File: src/rtl/fifo_wr_arbiter.sv
// fifo_wr_arbiter: round-robin arbiter sharing one FIFO write port among NUM_REQ producers.
// Define FIFO_ARB_PRIO0_EN to give requester 0 strict priority over the round-robin.
module fifo_wr_arbiter #(
  parameter int NUM_REQ    = 4,
  parameter int REQ_WIDTH  = 2,
  parameter int DATA_WIDTH = 8,
  parameter int MAX_BURST  = 4,
  parameter int CNT_WIDTH  = 4
) (
  input  logic                          wclk,
  input  logic                          wrst,
  input  logic [NUM_REQ-1:0]            req,
  input  logic [NUM_REQ*DATA_WIDTH-1:0] req_data,
  output logic [NUM_REQ-1:0]            ack,
  output logic                          gnt_valid,
  output logic [REQ_WIDTH-1:0]          gnt_id,
  output logic                          wen,
  output logic [DATA_WIDTH-1:0]         wdata,
  input  logic                          w_full
);

  typedef enum logic {
    IDLE  = 1'b0,
    GRANT = 1'b1
  } state_e;

  localparam logic [REQ_WIDTH:0]   NUM_REQ_X = (REQ_WIDTH + 1)'(NUM_REQ);
  localparam logic [REQ_WIDTH-1:0] LAST_ID   = REQ_WIDTH'(NUM_REQ - 1);
  localparam logic [CNT_WIDTH-1:0] LAST_BEAT = CNT_WIDTH'(MAX_BURST - 1);

  state_e                 state_q, state_d;
  logic [REQ_WIDTH-1:0]   gnt_id_q, gnt_id_d;
  logic [REQ_WIDTH-1:0]   rr_ptr_q, rr_ptr_d;
  logic [CNT_WIDTH-1:0]   burst_cnt_q, burst_cnt_d;

  logic [DATA_WIDTH-1:0]  data_arr [NUM_REQ];
  logic [REQ_WIDTH:0]     idx;
  logic [REQ_WIDTH-1:0]   winner;
  logic [REQ_WIDTH-1:0]   next_ptr;
  logic                   any_req;
  logic                   req_held;
  logic                   burst_done;
  logic                   advance_rr;

  for (genvar i = 0; i < NUM_REQ; i++) begin : g_unpack
    assign data_arr[i] = req_data[i*DATA_WIDTH +: DATA_WIDTH];
  end

  // First set request at or after rr_ptr, wrapping modulo NUM_REQ.
  always_comb begin
    idx     = '0;
    winner  = rr_ptr_q;
    any_req = 1'b0;
    for (int i = 0; i < NUM_REQ; i++) begin
      idx = {1'b0, rr_ptr_q} + (REQ_WIDTH + 1)'(i);
      if (idx >= NUM_REQ_X) idx = idx - NUM_REQ_X;
      if (!any_req && req[idx[REQ_WIDTH-1:0]]) begin
        any_req = 1'b1;
        winner  = idx[REQ_WIDTH-1:0];
      end
    end
`ifdef FIFO_ARB_PRIO0_EN
    if (req[0]) begin
      any_req = 1'b1;
      winner  = '0;
    end
`endif
  end

`ifdef FIFO_ARB_PRIO0_EN
  // Priority grants to requester 0 leave the round-robin position untouched.
  assign advance_rr = (gnt_id_q != '0);
`else
  assign advance_rr = 1'b1;
`endif

  assign next_ptr   = (gnt_id_q == LAST_ID) ? '0 : gnt_id_q + REQ_WIDTH'(1);
  assign req_held   = req[gnt_id_q];
  assign burst_done = (burst_cnt_q == LAST_BEAT);

  // NOTE: every combinational output gets a default first so no path leaves it unassigned (no latch).
  always_comb begin
    state_d     = state_q;
    gnt_id_d    = gnt_id_q;
    rr_ptr_d    = rr_ptr_q;
    burst_cnt_d = burst_cnt_q;
    ack         = '0;
    unique case (state_q)
      IDLE: begin
        if (any_req) begin
          state_d     = GRANT;
          gnt_id_d    = winner;
          burst_cnt_d = '0;
        end
      end
      GRANT: begin
        // A dropped request ends the burst before any beat is considered.
        if (!req_held) begin
          state_d     = IDLE;
          burst_cnt_d = '0;
          if (advance_rr) rr_ptr_d = next_ptr;
        end else if (!w_full) begin
          ack[gnt_id_q] = 1'b1;
          if (burst_done) begin
            state_d     = IDLE;
            burst_cnt_d = '0;
            if (advance_rr) rr_ptr_d = next_ptr;
          end else begin
            burst_cnt_d = burst_cnt_q + CNT_WIDTH'(1);
          end
        end
      end
    endcase
  end

  // NOTE: sequential state uses non-blocking assignments so all registers update together at the edge.
  always_ff @(posedge wclk) begin
    if (wrst) begin
      state_q     <= IDLE;
      gnt_id_q    <= '0;
      rr_ptr_q    <= '0;
      burst_cnt_q <= '0;
    end else begin
      state_q     <= state_d;
      gnt_id_q    <= gnt_id_d;
      rr_ptr_q    <= rr_ptr_d;
      burst_cnt_q <= burst_cnt_d;
    end
  end

  assign gnt_valid = (state_q == GRANT);
  assign gnt_id    = gnt_id_q;
  assign wen       = |ack;
  assign wdata     = data_arr[gnt_id_q];

endmodule

File: config.mk
export PLATFORM = sky130hd
export DESIGN_NAME = fifo_wr_arbiter
export DESIGN_NICKNAME = d
export VERILOG_FILES = /design/src/rtl/fifo_wr_arbiter.sv
export SDC_FILE = /design/constraint.sdc
export NUM_CORES = 1
export LEC_CHECK = 0
export CORE_MARGIN = 2
export CORE_UTILIZATION = 32
export CTS_BUF_LIST = sky130_fd_sc_hd__clkbuf_8
export DETAILED_ROUTE_END_ITERATION = 7
export GPL_TIMING_DRIVEN = 1
export HOLD_SLACK_MARGIN = 0.08
export PLACE_DENSITY = 0.86
export SLEW_MARGIN = 20
export SYNTH_ARGS = -nofsm -noshare
export SYNTH_HDL_FRONTEND = slang
export SYNTH_SLANG_ARGS = --single-unit
File: constraint.sdc
create_clock -name wclk -period 1.5 [get_ports wclk]
set_input_delay 0.225 -clock wclk [delete_from_list [all_inputs] [get_ports wclk]]
set_output_delay 0.225 -clock wclk [all_outputs]
set_load 0.03 [all_outputs]
Word-level counts from Yosys, hierarchy flattened:

Index checks and enable logic that the tools add are counted.

* $add $sub $neg: 9
* $lt $le $gt $ge: 11
* equality and inequality tests: 6
* multiplexer cells: 44
* bitwise logic cells: 2
* reduce and logical (&&, ||, !) cells: 11

Operators by type and width (number)
* 4-bit two-way mux: 7
* 2-bit two-way mux: 12
* 8-bit binary-select mux with 2-bit select: 1
* 8-bit two-way mux: 2
* 2-bit by 3-bit less-than comparator with 1-bit output, second input constant: 5
* 1-bit two-way mux: 14
* 3-bit greater-or-equal comparator, second input constant: 4
* 1-bit binary-select mux with 2-bit select: 5
* 4-bit one-hot mux with 2 select lines: 1
* 2-bit by 1-bit subtractor with 2-bit output, second input constant: 4
* 2-bit by 2-bit adder with 3-bit output, second input constant: 2
* 4-bit by 1-bit adder with 4-bit output, second input constant: 1
* 4-bit by 2-bit equality test with 1-bit output, second input constant: 1
* 1-bit logical AND: 4
* 2-bit != test, second input constant: 2
* 2-bit AND reduction: 2
* 4-bit OR reduction: 1
* 2-bit by 1-bit adder with 3-bit output, second input constant: 1
* 2-bit by 3-bit greater-or-equal comparator with 1-bit output, second input constant: 1
* 1-bit zero test: 3
* 3-bit != test, second input constant: 1
* 2-bit inverter with 3-bit output: 1
* 3-bit AND reduction: 1
* 2-bit by 1-bit adder with 2-bit output, second input constant: 1
* other kinds (6): 6

* flip-flop bits (word level): 9
* bits of input ports: 39
* output and inout port bits: 16
* word-level logic and storage cells: 87

Longest topological paths before layout:

* depth in word-level cells: 16
* depth in mapped cells: 5
* gate-level depth less buffers: 5

Least setup slack after synthesis:

OpenSTA, ideal clock, no wires.

* path type: flip-flop to output port
* start point: register gnt_id_q[0] (netlist: gnt_id[0])
* end point: output wen
* arrival time: 1.708 ns
* required time: 1.275 ns
* setup slack: -0.433 ns
* cell stages (with the launch flop): 4
* path buffers: 0
* path through: dfxtp_1 mux4_2 nand2_1 nor3_1

* cells in the longest elaborated chain, start to end: 8
* elaborated cells between the ends (all ways): 11
* classes of those cells: 2 x order compare; 7 x mux; 2 x reduce/logical

RTL lines
* start: declaration: RTL line 32 `logic [REQ_WIDTH-1:0] gnt_id_q, gnt_id_d;`
* start signal: assignment: RTL line 125 `gnt_id_q <= gnt_id_d;`
* 2-bit by 3-bit less-than comparator with 1-bit output (not written as such) / 2-bit by 1-bit greater-or-equal comparator with 1-bit output (equally long branches): RTL line 103 `ack[gnt_id_q] = 1'b1;`
* 1-bit logical AND (not written as such): RTL line 103
* 1-bit two-way mux (not written as such): RTL line 103
* 1-bit demux with 2-bit select: RTL line 103
* 4-bit two-way mux: RTL line 102 `end else if (!w_full) begin`
* 4-bit two-way mux (*): RTL line 98 `if (!req_held) begin`
* 4-bit two-way mux (*): RTL line 88 `unique case (state_q)`
* 4-bit OR reduction (*): RTL line 133 `assign wen = |ack;`
* end: declaration: RTL line 17 `output logic wen,`

Every way passes the cells marked *; elsewhere a longest branch is shown, timed or not. The select of a mux whose other input is x is not followed.

Worst setup path after layout:

* start point: register gnt_id_q[0] (netlist: gnt_id[0])
* end point: output ack[2]

* cells in the longest elaborated chain, start to end: 7
* elaborated cells between the ends (all ways): 10
* classes of those cells: 2 x order compare; 7 x mux; 1 x reduce/logical

RTL lines
* 2-bit by 3-bit less-than comparator with 1-bit output (not written as such) / 2-bit by 1-bit greater-or-equal comparator with 1-bit output (equally long branches): RTL line 103
* 1-bit logical AND (not written as such): RTL line 103
* 1-bit two-way mux (not written as such): RTL line 103
* 1-bit demux with 2-bit select: RTL line 103
* 4-bit two-way mux: RTL line 102
* 4-bit two-way mux (*): RTL line 98
* 4-bit two-way mux (*): RTL line 88
* end: declaration: RTL line 14 `output logic [NUM_REQ-1:0] ack,`

Marks and branches as above.

==> metrics.cfg <==
[timing]
finalCriticalPeriod_ps=1870
rsz0062_at_grt=yes
tns_ps=-4880
finalSetupViolations=19
max_freq_ghz=0.535
finalHoldViolCount=0
slew_violations=0
finalWorstSetupSlack_ps=-370
clock_skew_ps=0.756
maxSlewHeadroom_pct=80.0
worst_pin_slew_ps=301
finalCritPeriodShare_pct=125

[run_status]
violations=negative setup slack
status=finished, violations left

[worst_setup_path]
required_ps=1270
arrival_ps=1640
end_kind=output port
cp-start-kind=flop
crit_type=flop to output port
critPathMaxFanout=4
rr_worst_depth=6

[logic_synthesis]
synth_top_family_by_area=multiplexers
synth-compound-area-share_pct=16.3
avgSynthCellArea_um2=9.96
synth_mux_area_share_pct=27.2
synth_nets=124
synth-main-ff-cell=dfxtp_1
ys_ff_latch=9
yosys-top-cells-area=dfxtp_1 (23%), mux4_2 (23%), ha_1 (7.8%), a22o_1 (4.4%), and2_1 (3.9%)
yosysTopAreaCell=dfxtp_1
async_flop_share_pct=0
synthCells=80
synth_edf_count=0
yosys.area.top_type_share_pct=22.6
ys_seq_area_share_pct=22.6
yosys.area_share.xor_xnor_pct=0
synthDistinctLibCells=31
yosys_warnings=0
synthSimpleGateAreaFrac_pct=21.2
syn_area_um2=797
synthAdderAreaFrac_pct=7.85

[cts]
htreeDepth=1
cts_tree=done
clk_latency_ps=240
root_buffer=clkbuf_8
cts_buffers=3
cts_sinks=9
clk_pin_slew_worst_paths_ps=40
clock_path_buffers=2

[place]
port_buffers=54
hpwl_um=2180
dp_cells=186
gp_congestion=0.844
place_area_um2=1570

[route]
drc=0
ant_nets=0
vias=1052
avgRoutedWirePerCell_um=15.5
dr.pass1.iters=4
avgViaCountPerCell=5.31
wirelength_um=3080
first_iter_violations=20

[layout]
fin_nets=213
n_antenna_cell=0
drive_gt1_share_pct=44.0
fin_cells=198
design_area_um2=1780
seq_area_um2=185
multi_input_area_um2=652
area.growth.synth_to_final_pct=123
nFillCells=174

[die]
dieArea_um2=2910
die_h_um=53.9
start_util_pct=33.1
io_pins=55
chipWidth_um=53.9
placementRows=18
coreArea_um2=2410

[pwr]
vdd_drop_max_mv=0.654
power_uw=1170
p_per_area_nw_per_um2=659
p_leak_uw=0.000743

[hold_path]
hold_class=flop to flop
hold_path_depth=2

[grt]
antenna_found_initial=0
grt_pass1_wl_um=4700
grt.overflow.total=0
grt_max_degree=9
grt_pass1_vias=1087
gr-usage-all-layers_pct=23.1

[job]
cap_violations=0

Yosys cell counts, drive strengths merged (2+ instances only):
library cell / number
clkbuf: 2
nor4: 3
a21oi: 3
and2: 5
nor2b: 2
nor3: 5
nor3b: 2
ha: 5
a22o: 4
mux4: 9
dfxtp: 9
inv: 7
nand2: 3
nor2: 3
o21ai: 3
per-stage QoR:
| step | util, % | setup WS [ps] | hold slack [ps] |
|---|---|---|---|
| global route | 73.7 | -409 | 580 |
| CTS | 72.4 | -359 | 515 |
| floorplan | - | -164 | 284 |
| finish | 73.7 | -370 | 532 |
| detailed placement | 65.1 | -449 | 510 |
| global placement | 65.1 | -435 | 497 |
sequential cells by signal, indices dropped and copies added, names as in the netlist:
register / flops
burst_cnt_q: 4
gnt_id: 2
rr_ptr_q: 2
gnt_valid: 1
cell type report:
cell class | count | share of cell area (%)
clock buffers | 3 | 2.32
clock inverters | 1 | 0.211
inverters | 7 | 1.48
multi-input cells | 61 | 36.7
flip-flops and latches | 9 | 10.4
well taps | 30 | 2.11
repair buffers | 87 | 46.8
where the power goes:
group | leakage (µW) | switching, µW | internal (µW) | total, µW
sequential | 0.0000745 | 17.4 | 255 | 272
clock | 0.0000269 | 106 | 179 | 285
combinational | 0.000642 | 265 | 348 | 614
total | 0.000743 | 389 | 782 | 1170
final timing paths:
path | slack, ps | endpoint | startpoint
max | -370 | ack[2] | gnt_id[0]
max reg2reg | -370 | burst_cnt_q[0] | gnt_id[0]
min | 530 | rr_ptr_q[0] | rr_ptr_q[0]
min reg2reg | 530 | rr_ptr_q[0] | rr_ptr_q[0]
kinds of logic after synthesis:
group | Yosys count
multiplexers | 10
AND/OR/NAND/NOR | 28
flip-flops | 9
AO/OA/AOI/OAI | 18
adder cells (fa/ha/maj) | 5
buffers and inverters | 10
placed cells by master, fill, tap and decap left out, types with 2 or more instances in the layout:
cell	instances
nor2_1	2
and2_4	5
buf_4	28
nor4_4	2
mux4_2	9
o21ai_0	2
nor3b_1	2
buf_6	18
dfxtp_1	7
inv_1	8
clkdlybuf4s50_1	38
nand2_1	2
a21oi_1	2
dlygate4sd2_1	2
a22o_1	4
clkbuf_8	3
nor3_1	4
nor2b_1	2
ha_1	4
critical path: stages, from the launching register on:
cell and delay, ps:
dfxtp_4 350, buf_6 100, mux4_2 530, nand2_2 110, nor2_4 50, and2_4 130
buf_6 130
what timing repair did:
action                                  4_1_cts  5_1_grt
hold buffers                                  0        0
endpoints found under the setup margin       22       21
setup buffers                                 8        0
resized for setup                            77        6
pin swaps                                     8        1
per-layer routing:
layer	routed length [µm]	up-vias	GRT usage, %
li1	-	498	-
met1	1070	496	22.9
met2	1700	48	45.5
met3	246	10	4.72
met4	63	0	9.40
met5	0	-	0
Note: power is estimated with default switching activity, not from simulation.
